===== src/rtl/dma_apb_master.sv =====
// Purpose: single-outstanding APB master that turns DMA core requests into SETUP/ACCESS transfers.
// Latency: 3 cycles from accept edge to o_rsp_vld with zero wait states; +1 per PREADY-low cycle, capped at TIMEOUT_CYCLES.
// Backpressure: o_req_rdy only in IDLE; response is a one-cycle pulse with no backpressure.
module dma_apb_master #(
  parameter int APB_SVL        = 4,
  parameter int APB_ADDR_WIDTH = 16,
  parameter int APB_DATA_WIDTH = 16,
  parameter int TIMEOUT_CYCLES = 16
) (
  input  logic                          i_clk,
  input  logic                          i_rst_n,
  input  logic                          i_req_vld,
  output logic                          o_req_rdy,
  input  logic [APB_ADDR_WIDTH-1:0]     i_req_addr,
  input  logic                          i_req_write,
  input  logic [APB_DATA_WIDTH-1:0]     i_req_wdata,
  output logic                          o_rsp_vld,
  output logic [APB_DATA_WIDTH-1:0]     o_rsp_rdata,
  output logic                          o_rsp_err,
  output logic [$clog2(APB_SVL)-1:0]    o_psel,
  output logic                          o_psel_vld,
  output logic                          o_penable,
  output logic [APB_ADDR_WIDTH-1:0]     o_paddr,
  output logic                          o_pwrite,
  output logic [APB_DATA_WIDTH-1:0]     o_pwdata,
  input  logic                          i_pready,
  input  logic [APB_DATA_WIDTH-1:0]     i_prdata,
  output logic                          o_busy
);

  localparam int PSW = $clog2(APB_SVL);
  localparam int CW  = $clog2(TIMEOUT_CYCLES + 1);

  typedef enum logic [1:0] {
    IDLE   = 2'd0,
    SETUP  = 2'd1,
    ACCESS = 2'd2
  } state_t;

  state_t                      r_state;
  logic [CW-1:0]               r_wait_cnt;
  logic [PSW-1:0]              r_psel;
  logic [APB_ADDR_WIDTH-1:0]   r_paddr;
  logic                        r_pwrite;
  logic [APB_DATA_WIDTH-1:0]   r_pwdata;
  logic                        r_rsp_vld;
  logic                        r_rsp_err;
  logic [APB_DATA_WIDTH-1:0]   r_rsp_rdata;
  logic                        w_last_wait;

  // Counter only runs 0..TIMEOUT_CYCLES-1, so reaching the last value ends the transfer before any wrap.
  assign w_last_wait = (r_wait_cnt == CW'(TIMEOUT_CYCLES - 1));

  // Transfer sequencer: latches the request in IDLE, walks SETUP->ACCESS, and registers the response.
  always_ff @(posedge i_clk or negedge i_rst_n) begin
    if (!i_rst_n) begin
      r_state     <= IDLE;
      r_wait_cnt  <= '0;
      r_psel      <= '0;
      r_paddr     <= '0;
      r_pwrite    <= 1'b0;
      r_pwdata    <= '0;
      r_rsp_vld   <= 1'b0;
      r_rsp_err   <= 1'b0;
      r_rsp_rdata <= '0;
    end else begin
      r_rsp_vld <= 1'b0;
      case (r_state)
        IDLE: begin
          if (i_req_vld) begin
            r_psel   <= i_req_addr[APB_ADDR_WIDTH-1 -: PSW];
            r_paddr  <= i_req_addr;
            r_pwrite <= i_req_write;
            r_pwdata <= i_req_wdata;
            r_state  <= SETUP;
          end
        end
        SETUP: begin
          r_wait_cnt <= '0;
          r_state    <= ACCESS;
        end
        ACCESS: begin
          // A ready slave wins even on the last permitted cycle.
          if (i_pready) begin
            r_rsp_vld   <= 1'b1;
            r_rsp_err   <= 1'b0;
            r_rsp_rdata <= r_pwrite ? '0 : i_prdata;
            r_state     <= IDLE;
          end else if (w_last_wait) begin
            r_rsp_vld   <= 1'b1;
            r_rsp_err   <= 1'b1;
            r_rsp_rdata <= '0;
            r_state     <= IDLE;
          end else begin
            r_wait_cnt <= r_wait_cnt + 1'b1;
          end
        end
        default: r_state <= IDLE;
      endcase
    end
  end

  // Handshake/qualifier outputs decode straight from state so an async reset drops them immediately.
  assign o_req_rdy   = (r_state == IDLE);
  assign o_psel_vld  = (r_state != IDLE);
  assign o_penable   = (r_state == ACCESS);
  assign o_busy      = (r_state != IDLE);
  assign o_psel      = r_psel;
  assign o_paddr     = r_paddr;
  assign o_pwrite    = r_pwrite;
  assign o_pwdata    = r_pwdata;
  assign o_rsp_vld   = r_rsp_vld;
  assign o_rsp_err   = r_rsp_err;
  assign o_rsp_rdata = r_rsp_rdata;

endmodule


===== config.mk =====
export PLATFORM = sky130hd
export DESIGN_NAME = dma_apb_master
export DESIGN_NICKNAME = d
export VERILOG_FILES = /design/src/rtl/dma_apb_master.sv
export SDC_FILE = /design/constraint.sdc
export NUM_CORES = 1
export LEC_CHECK = 0
export CAP_MARGIN = 10
export CORE_ASPECT_RATIO = 2
export CORE_MARGIN = 2
export CORE_UTILIZATION = 44
export CTS_CLUSTER_SIZE = 16
export DETAILED_ROUTE_END_ITERATION = 16
export GPL_TIMING_DRIVEN = 1
export PLACE_DENSITY = 0.84
export SETUP_SLACK_MARGIN = 0.1
export SYNTH_ARGS = -nofsm -noshare
export SYNTH_HDL_FRONTEND = slang
export SYNTH_SLANG_ARGS = --single-unit
export TNS_END_PERCENT = 50

===== constraint.sdc =====
create_clock -name i_clk -period 3.77 [get_ports i_clk]
set_input_delay 0.754 -clock i_clk [delete_from_list [all_inputs] [get_ports i_clk]]
set_output_delay 0.754 -clock i_clk [all_outputs]
set_load 0.1 [all_outputs]

==> flow_summary.yaml, run 1 <==
finish:
  syn_to_final_growth_pct: 54.5
  n_fill_cell: 395
  drive_above_1_share: 0.214
  fin_cells: 343
  final_util: 0.703
  num_antenna_cells: 0
  stdcell_area_mm2: 0.00361
  num-nets-final: 339
  layout_commonest_cell: "clkdlybuf4s50_1"
  final_cell_mix: "clkdlybuf4s50_1 (104), dfrtp_1 (58), mux2_2 (36)"
worst_setup_path:
  critPathRequiredTime_ns: 3.02
  worstPathArrival_ns: 1.86
  worstPathMaxFanout: 2
  cp_slowest_cell: "clkdlybuf4s50_1"
  crit_buf_inv: 1
  end_kind: "output pin"
  critPathMaxStageDelay_ns: 1.18
  r2r-start: "r_wait_cnt[0]"
  r2r_end: "r_wait_cnt[2]"
  cp_cell_sequence: "clkdlybuf4s50_1"
  worstRegToRegCells: 6
  r2r_slack_ns: 1.83
  startpoint_type: "flop"
  crit_type: "flop to output pin"
  cp_top_family: "buffers and inverters"
run:
  cap_violations: 0
timing:
  period_needed_ns: 2.61
  drv_slew: 0
  setup-tns-final_ns: 0
  grt_setup_unrepaired: "no"
  fmax_ghz: 0.383
  clock_skew_ns: 0.00418
  final-hold-violation-count: 0
  slew_headroom: 0.310
  finalCritPeriodShare: 0.692
  tightest_slew_ns: 1.03
  setup_violations: 0
yosys:
  synth_cell_types: 26
  ys_ff_latch: 58
  syn_inst: 167
  synth.avg_cell_area_um2: 14.0
  yosysTopAreaCell: "dfrtp_1"
  yosysSeqAreaShare: 0.620
  synthTopCellsByArea: "dfrtp_1 (62%), mux2_2 (17%), a22o_1 (4.1%), ha_1 (3.2%), nand2_1 (2.4%)"
  syn-num-nets: 226
  post-synth-top-area-fraction: 0.620
  yosys_warnings: 0
  synth_area_mm2: 0.00234
cts:
  clock_sinks: 58
  postCtsSetupBuffers: 0
  cts_made_buffers: 9
  clk_pin_slew_ns: 0.06
  post_cts_resized: 0
  htreeDepth: 3
  root_buffer: "clkbuf_8"
  cts_buffer_depth: 2
  clk_latency_ns: 0.33
  cts_tree: "built"
  cts.hold.buffers_added: 0
die:
  dieWidth_um: 55.6
  start_util: 0.455
  row_count: 37
  ios: 110
  core_area_mm2: 0.00514
  dieHeight_um: 107
  dieArea_mm2: 0.00595
routing:
  drc: 0
  drt-total-wl_mm: 5.66
  num_vias: 1775
  via_per_inst: 5.17
  ant_nets: 0
  drt_iter0_markers: 51
  dr.pass1.iters: 4
  wire_per_inst_um: 16.5
placement:
  postPlaceCellArea_mm2: 0.00345
  placement.io_buffers: 109
  gp_congestion: 0.833
  hpwlAfterDp_mm: 4.23
  place_inst: 327
global_routing:
  grt_antenna_before_repair: 0
  grt_pass1_vias: 1849
  grt_start_max_net_pins: 34
  grt_pass1_wl_mm: 8.97
  grt_remaining_overflow: 0
  grt_util_all_layers: 0.202
worst_hold_path:
  hp-class: "primary input to async pin"
status:
  status: "finished, final reports clean"
flip-flops by register name, summed over array words and instances (netlist names):
register     count
o_rsp_rdata     16
o_rsp_vld        1
o_psel           2
o_rsp_err        1
o_paddr         14
o_pwrite         1
o_pwdata        16
r_state          2
r_wait_cnt       5
metal layers:
metal  up-vias  share of wire  track usage
li1        810              -            -
met1       889           0.34        0.196
met2        66           0.58        0.358
met3        10          0.054       0.0627
met4         0          0.029        0.132
met5         -              0            0
worst max-delay path by stage:
| stage | start | to | slack (ns) | cells after the start |
|---|---|---|---|---|
| final | o_rsp_rdata[8] | o_rsp_rdata[8] | 1.16 | 1 |
| after CTS | o_rsp_rdata[11] | o_rsp_rdata[11] | 1.13 | 1 |
| after floorplan | r_state[0] | o_psel_vld | 0.57 | 4 |
| after global placement | i_pready | o_rsp_rdata[10] | 1.51 | 4 |
| after global routing | o_pwdata[1] | o_pwdata[1] | 1.12 | 1 |
| after detailed placement | i_pready | o_rsp_rdata[13] | 1.51 | 4 |
Yosys cell counts (all sizes together):
cell and n:
and3 2, buf 9, a22o 11, inv 6
a311oi 1, clkbuf 1, a21oi 2, or3b 1
and2b 1, a2bb2oi 1, nor2b 1, o2bb2ai 1
and2 1, nand2 15, a31o 1, ha 6
and4bb 1, a21boi 1, mux2i 1, dfrtp 58
o21ai 8, or4b 1, nor2 1, mux2 36
cell families after synthesis:
group,share of synthesized area
flip-flops,0.620
buffers and inverters,0.0353
adder cells (fa/ha/maj),0.0321
multiplexers,0.178
AND/OR/NAND/NOR,0.0540
AO/OA/AOI/OAI,0.0807
layout make-up:
cell class,count,area [um^2],area share
clock buffers,13,149,0.0412
well taps,58,72.6,0.0201
clock inverters,3,15.0,0.00415
inverters,6,22.5,0.00623
repair buffers,112,1100,0.304
multi-input cells,93,806,0.223
flip-flops and latches,58,1450,0.402
stage by stage:
step | setup WS [ns] | hold WS, ns
after floorplan | 0.567 | 0.456
after global placement | 1.51 | 0.462
after global routing | 1.12 | 0.464
final | 1.16 | 0.442
after detailed placement | 1.51 | 0.476
after CTS | 1.13 | 0.439
Power of run 1 is not shown: default switching activity piles up to over one toggle a cycle in this logic, so the estimate is an artifact.
==> run 2, diff against run 1 <==
--- a/config.mk
+++ b/config.mk
@@ -8,11 +8,11 @@
 export CAP_MARGIN = 10
 export CORE_ASPECT_RATIO = 2
 export CORE_MARGIN = 2
-export CORE_UTILIZATION = 44
+export CORE_UTILIZATION = 37
 export CTS_CLUSTER_SIZE = 16
 export DETAILED_ROUTE_END_ITERATION = 16
 export GPL_TIMING_DRIVEN = 1
-export PLACE_DENSITY = 0.84
+export PLACE_DENSITY = 0.75
 export SETUP_SLACK_MARGIN = 0.1
 export SYNTH_ARGS = -nofsm -noshare
 export SYNTH_HDL_FRONTEND = slang
==> constraint.sdc (replaced) <==
create_clock -name i_clk -period 2.3 [get_ports i_clk]
set_input_delay 0.46 -clock i_clk [delete_from_list [all_inputs] [get_ports i_clk]]
set_output_delay 0.46 -clock i_clk [all_outputs]
set_load 0.1 [all_outputs]
==> run 2 against run 1 <==
Non-clock buffer count grew 2. Routed wire length shrank 9.7%. Setup slack lost 0.79 ns. Critical endpoint is now r_wait_cnt[2]. Via count shrank 1.7%. Register-to-register slack lost 1.5 ns. Largest cell class unchanged. Global-route usage shrank 4.0 points.
==> flow_summary.yaml, run 2 (synthesis results as in run 1) <==
status:
  status: "finished, final reports clean"
cts:
  clk_latency_ns: 0.32
  post_cts_resized: 0
  cts.hold.buffers_added: 0
  clock_sinks: 58
  cts_made_buffers: 9
  cts_buffer_depth: 2
  clk_pin_slew_ns: 0.05
  root_buffer: "clkbuf_16"
  cts_tree: "built"
  htreeDepth: 3
  postCtsSetupBuffers: 0
timing:
  setup_violations: 0
  fmax_ghz: 0.518
  tightest_slew_ns: 0.421
  setup-tns-final_ns: 0
  clock_skew_ns: 0.00239
  finalCritPeriodShare: 0.840
  drv_slew: 0
  grt_setup_unrepaired: "no"
  slew_headroom: 0.720
  period_needed_ns: 1.93
  final-hold-violation-count: 0
global_routing:
  grt_antenna_before_repair: 0
  grt_start_max_net_pins: 29
  grt_pass1_vias: 1760
  grt_pass1_wl_mm: 8.36
  grt_remaining_overflow: 0
  grt_util_all_layers: 0.162
placement:
  gp_congestion: 0.831
  placement.io_buffers: 109
  hpwlAfterDp_mm: 3.86
die:
  dieWidth_um: 60.2
  ios: 110
  core_area_mm2: 0.00621
  row_count: 41
  dieArea_mm2: 0.00701
  dieHeight_um: 116
  start_util: 0.377
worst_setup_path:
  critPathRequiredTime_ns: 2.49
  crit_type: "flop to flop"
  worstPathMaxFanout: 6
  startpoint_type: "flop"
  worstPathArrival_ns: 2.13
  end_kind: "flop"
routing:
  ant_nets: 0
  drt-total-wl_mm: 5.11
  num_vias: 1744
  dr.pass1.iters: 4
  drt_iter0_markers: 55
  via_per_inst: 4.69
  wire_per_inst_um: 13.7
  drc: 0
finish:
  final_util: 0.599
  final_cell_mix: "dfrtp_1 (58), buf_4 (57), clkdlybuf4s50_1 (51)"
  syn_to_final_growth_pct: 59.0
  num_antenna_cells: 0
  num-nets-final: 341
  layout_commonest_cell: "dfrtp_1"
  drive_above_1_share: 0.420
run:
  cap_violations: 0
worst_hold_path:
  hp-class: "primary input to async pin"
[run 2: worst max-delay path, cell delays in order (launching register included)]
cell      delay, ns
dfrtp_1        0.39
ha_1           0.23
and3_1         0.20
ha_1           0.23
or3b_2         0.47
a21boi_0       0.19
mux2i_1        0.10
[run 2: worst paths after layout]
kind                            cells after the start         endpoint  slack [ns]           start
worst max register to register                      6    r_wait_cnt[2]        0.37   r_wait_cnt[0]
worst max-delay path                                6    r_wait_cnt[2]        0.37   r_wait_cnt[0]
worst min register to register                      2   o_rsp_rdata[5]        0.49  o_rsp_rdata[5]
worst min-delay path                                1  o_rsp_rdata[14]        0.07         i_rst_n
max in group asynchronous                           2     o_pwdata[15]        1.68         i_rst_n
min in group i_clk                                  2   o_rsp_rdata[5]        0.49  o_rsp_rdata[5]
[run 2: final cells by class]
cell class                 count  area [um^2]
clock inverter                 3         15.0
clock buffer                  12          256
multi-input combinational     93          821
tap                           86          108
fill                         502         2490
inverter                       6         26.3
timing repair buffer         114         1040
sequential                    58         1450
[run 2: stage by stage]
step	area, um^2	instances	setup WS (ns)	hold WS (ns)
2_1_floorplan	2360	167	0.0314	0.164
3_3_place_gp	3450	357	0.462	0.410
3_5_place_dp	3450	357	0.396	0.418
4_1_cts	3720	372	0.371	0.0706
5_1_grt	3720	372	0.263	0.0981
6_report	3720	372	0.368	0.0747
[run 2: routing by layer]
metal | track usage | vias to the layer above | wire length (um)
li1 | - | 814 | -
met1 | 0.212 | 826 | 2160
met2 | 0.225 | 94 | 2240
met3 | 0.0753 | 10 | 601
met4 | 0.0756 | 0 | 104
met5 | 0 | - | 0
Power of run 2 is left out for the same reason.
==> run 3, diff against run 2 <==
--- a/config.mk
+++ b/config.mk
@@ -8,11 +8,11 @@
 export CAP_MARGIN = 10
 export CORE_ASPECT_RATIO = 2
 export CORE_MARGIN = 2
-export CORE_UTILIZATION = 37
+export CORE_UTILIZATION = 41
 export CTS_CLUSTER_SIZE = 16
 export DETAILED_ROUTE_END_ITERATION = 16
 export GPL_TIMING_DRIVEN = 1
-export PLACE_DENSITY = 0.75
+export PLACE_DENSITY = 0.79
 export SETUP_SLACK_MARGIN = 0.1
 export SYNTH_ARGS = -nofsm -noshare
 export SYNTH_HDL_FRONTEND = slang
==> constraint.sdc (replaced) <==
create_clock -name i_clk -period 1.87 [get_ports i_clk]
set_input_delay 0.374 -clock i_clk [delete_from_list [all_inputs] [get_ports i_clk]]
set_output_delay 0.374 -clock i_clk [all_outputs]
set_load 0.1 [all_outputs]
==> run 3 against run 2 <==
Clock skew rose by 0.0033 ns. Fmax increased by 10%. Global-route usage up 3.6 points. Flip-flop and latch count unchanged. Final cell count down 6.2%. Highest routed layer unchanged.
==> flow_summary.yaml, run 3 (synthesis results as in run 1) <==
cts:
  cts.hold.buffers_added: 0
  clk_latency_ns: 0.32
  htreeDepth: 3
  cts_tree: "built"
  cts_buffer_depth: 2
  clock_sinks: 58
  cts_made_buffers: 9
  clk_pin_slew_ns: 0.05
  root_buffer: "clkbuf_16"
timing:
  finalCritPeriodShare: 0.937
  tightest_slew_ns: 0.381
  slew_headroom: 0.746
  holdWs_ns: 0.0603
  grt_setup_unrepaired: "yes"
  period_needed_ns: 1.75
  fmax_ghz: 0.570
  setup_violations: 0
  final-hold-violation-count: 0
  drv_slew: 0
  finalWorstSetupSlack_ns: 0.117
  clock_skew_ns: 0.00571
  setup-tns-final_ns: 0
finish:
  num_antenna_cells: 0
  drive_above_1_share: 0.441
  layout_commonest_cell: "dfrtp_1"
  n_fill_cell: 370
  num-nets-final: 342
  syn_to_final_growth_pct: 80.7
  stdcell_area_mm2: 0.00423
  final_cell_mix: "dfrtp_1 (58), clkdlybuf4s50_1 (51), buf_12 (42)"
worst_setup_path:
  cp_cell_sequence: "ha_4, and3_4, ha_4, or4b_1, o21ai_1, o2bb2ai_1"
  crit_type: "flop to flop"
  startpoint_type: "flop"
  worstPathMaxFanout: 6
  critPathRequiredTime_ns: 2.11
  end_kind: "flop"
  startpoint: "r_wait_cnt[1]"
  cp_common_cell: "ha_4"
  cp_top_family: "simple AND/OR/NAND/NOR gates"
  critPathMaxStageDelay_ns: 0.51
  r2r-start: "r_wait_cnt[1]"
  crit_buf_inv: 0
  worstPathArrival_ns: 1.99
  cp_slowest_cell: "or4b_1"
die:
  start_util: 0.417
  row_count: 39
  dieWidth_um: 57.4
  dieArea_mm2: 0.00636
  dieHeight_um: 111
  ios: 110
  core_area_mm2: 0.00561
routing:
  via_per_inst: 5.13
  ant_nets: 0
  drt-total-wl_mm: 5.92
  drc: 0
  drt_iter0_markers: 44
  dr.pass1.iters: 4
  wire_per_inst_um: 17.0
  num_vias: 1791
global_routing:
  grt_pass1_vias: 2008
  grt_util_all_layers: 0.198
  grt_antenna_before_repair: 0
  grt_start_max_net_pins: 59
  grt_pass1_wl_mm: 9.67
  grt_remaining_overflow: 0
placement:
  placement.io_buffers: 109
  postPlaceCellArea_mm2: 0.00387
  gp_congestion: 0.735
  pre_cts_slack_ns: -0.0583
  hpwlAfterDp_mm: 4.15
status:
  status: "finished, final reports clean"
worst_hold_path:
  hp-class: "primary input to async pin"
run:
  cap_violations: 0
==> run 3: changes by cell type in the layout (fill, tap and decap cells not counted), sizes merged <==
| cell | before | now |
|---|---|---|
| buf | 63 | 64 |
| bufinv | 0 | 1 |
| clkbuf | 12 | 14 |
| clkinv | 3 | 1 |
==> run 3: worst reg2reg max path, delay by kind of cell, from the launching register on <==
kind | cells | cell delay (ns)
AOI/OAI and AO/OA | 2 | 0.21
adders and majority gates | 2 | 0.35
DFF | 1 | 0.42
and+or+nand+nor | 2 | 0.69
==> run 3: path summary, 6_finish.rpt <==
kind / end / cells past startpoint / slack, ns
min in group i_clk: o_pwdata[11] / 1 / 0.51
hold reg to reg: o_pwdata[11] / 1 / 0.51
max in group asynchronous: r_wait_cnt[3] / 2 / 1.56
setup reg to reg: r_wait_cnt[4] / 6 / 0.12
setup / recovery: r_wait_cnt[4] / 6 / 0.12
hold / removal: o_pwdata[14] / 2 / 0.06
==> run 3: area by class of cell <==
cell class | instances | area [um^2] | area share
clock buffer | 14 | 264 | 0.0624
tap | 61 | 76.3 | 0.0181
sequential | 58 | 1450 | 0.343
multi-input combinational | 93 | 861 | 0.204
inverter | 6 | 26.3 | 0.00621
timing repair buffer | 115 | 1510 | 0.358
clock inverter | 2 | 35.0 | 0.00829
==> run 3: layer usage <==
layer  vias to the layer above  global-route usage  share of wire
li1                        818                   -              -
met1                       854               0.243           0.39
met2                       107               0.303           0.48
met3                        12              0.0817           0.11
met4                         0              0.0822          0.025
met5                         -                   0              0
==> run 3: per-stage QoR <==
| stage | util | cells |
|---|---|---|
| global placement | 0.689 | 330 |
| CTS | 0.750 | 348 |
| detailed placement | 0.689 | 330 |
| finish | 0.753 | 349 |
| global route | 0.753 | 349 |
| floorplan | - | 167 |
==> run 3: timing repair <==
action                     CTS  global route
setup endpoints to repair   21             7
resized for setup            6             3
setup buffers                2             1
Power of run 3 is left out for the same reason.
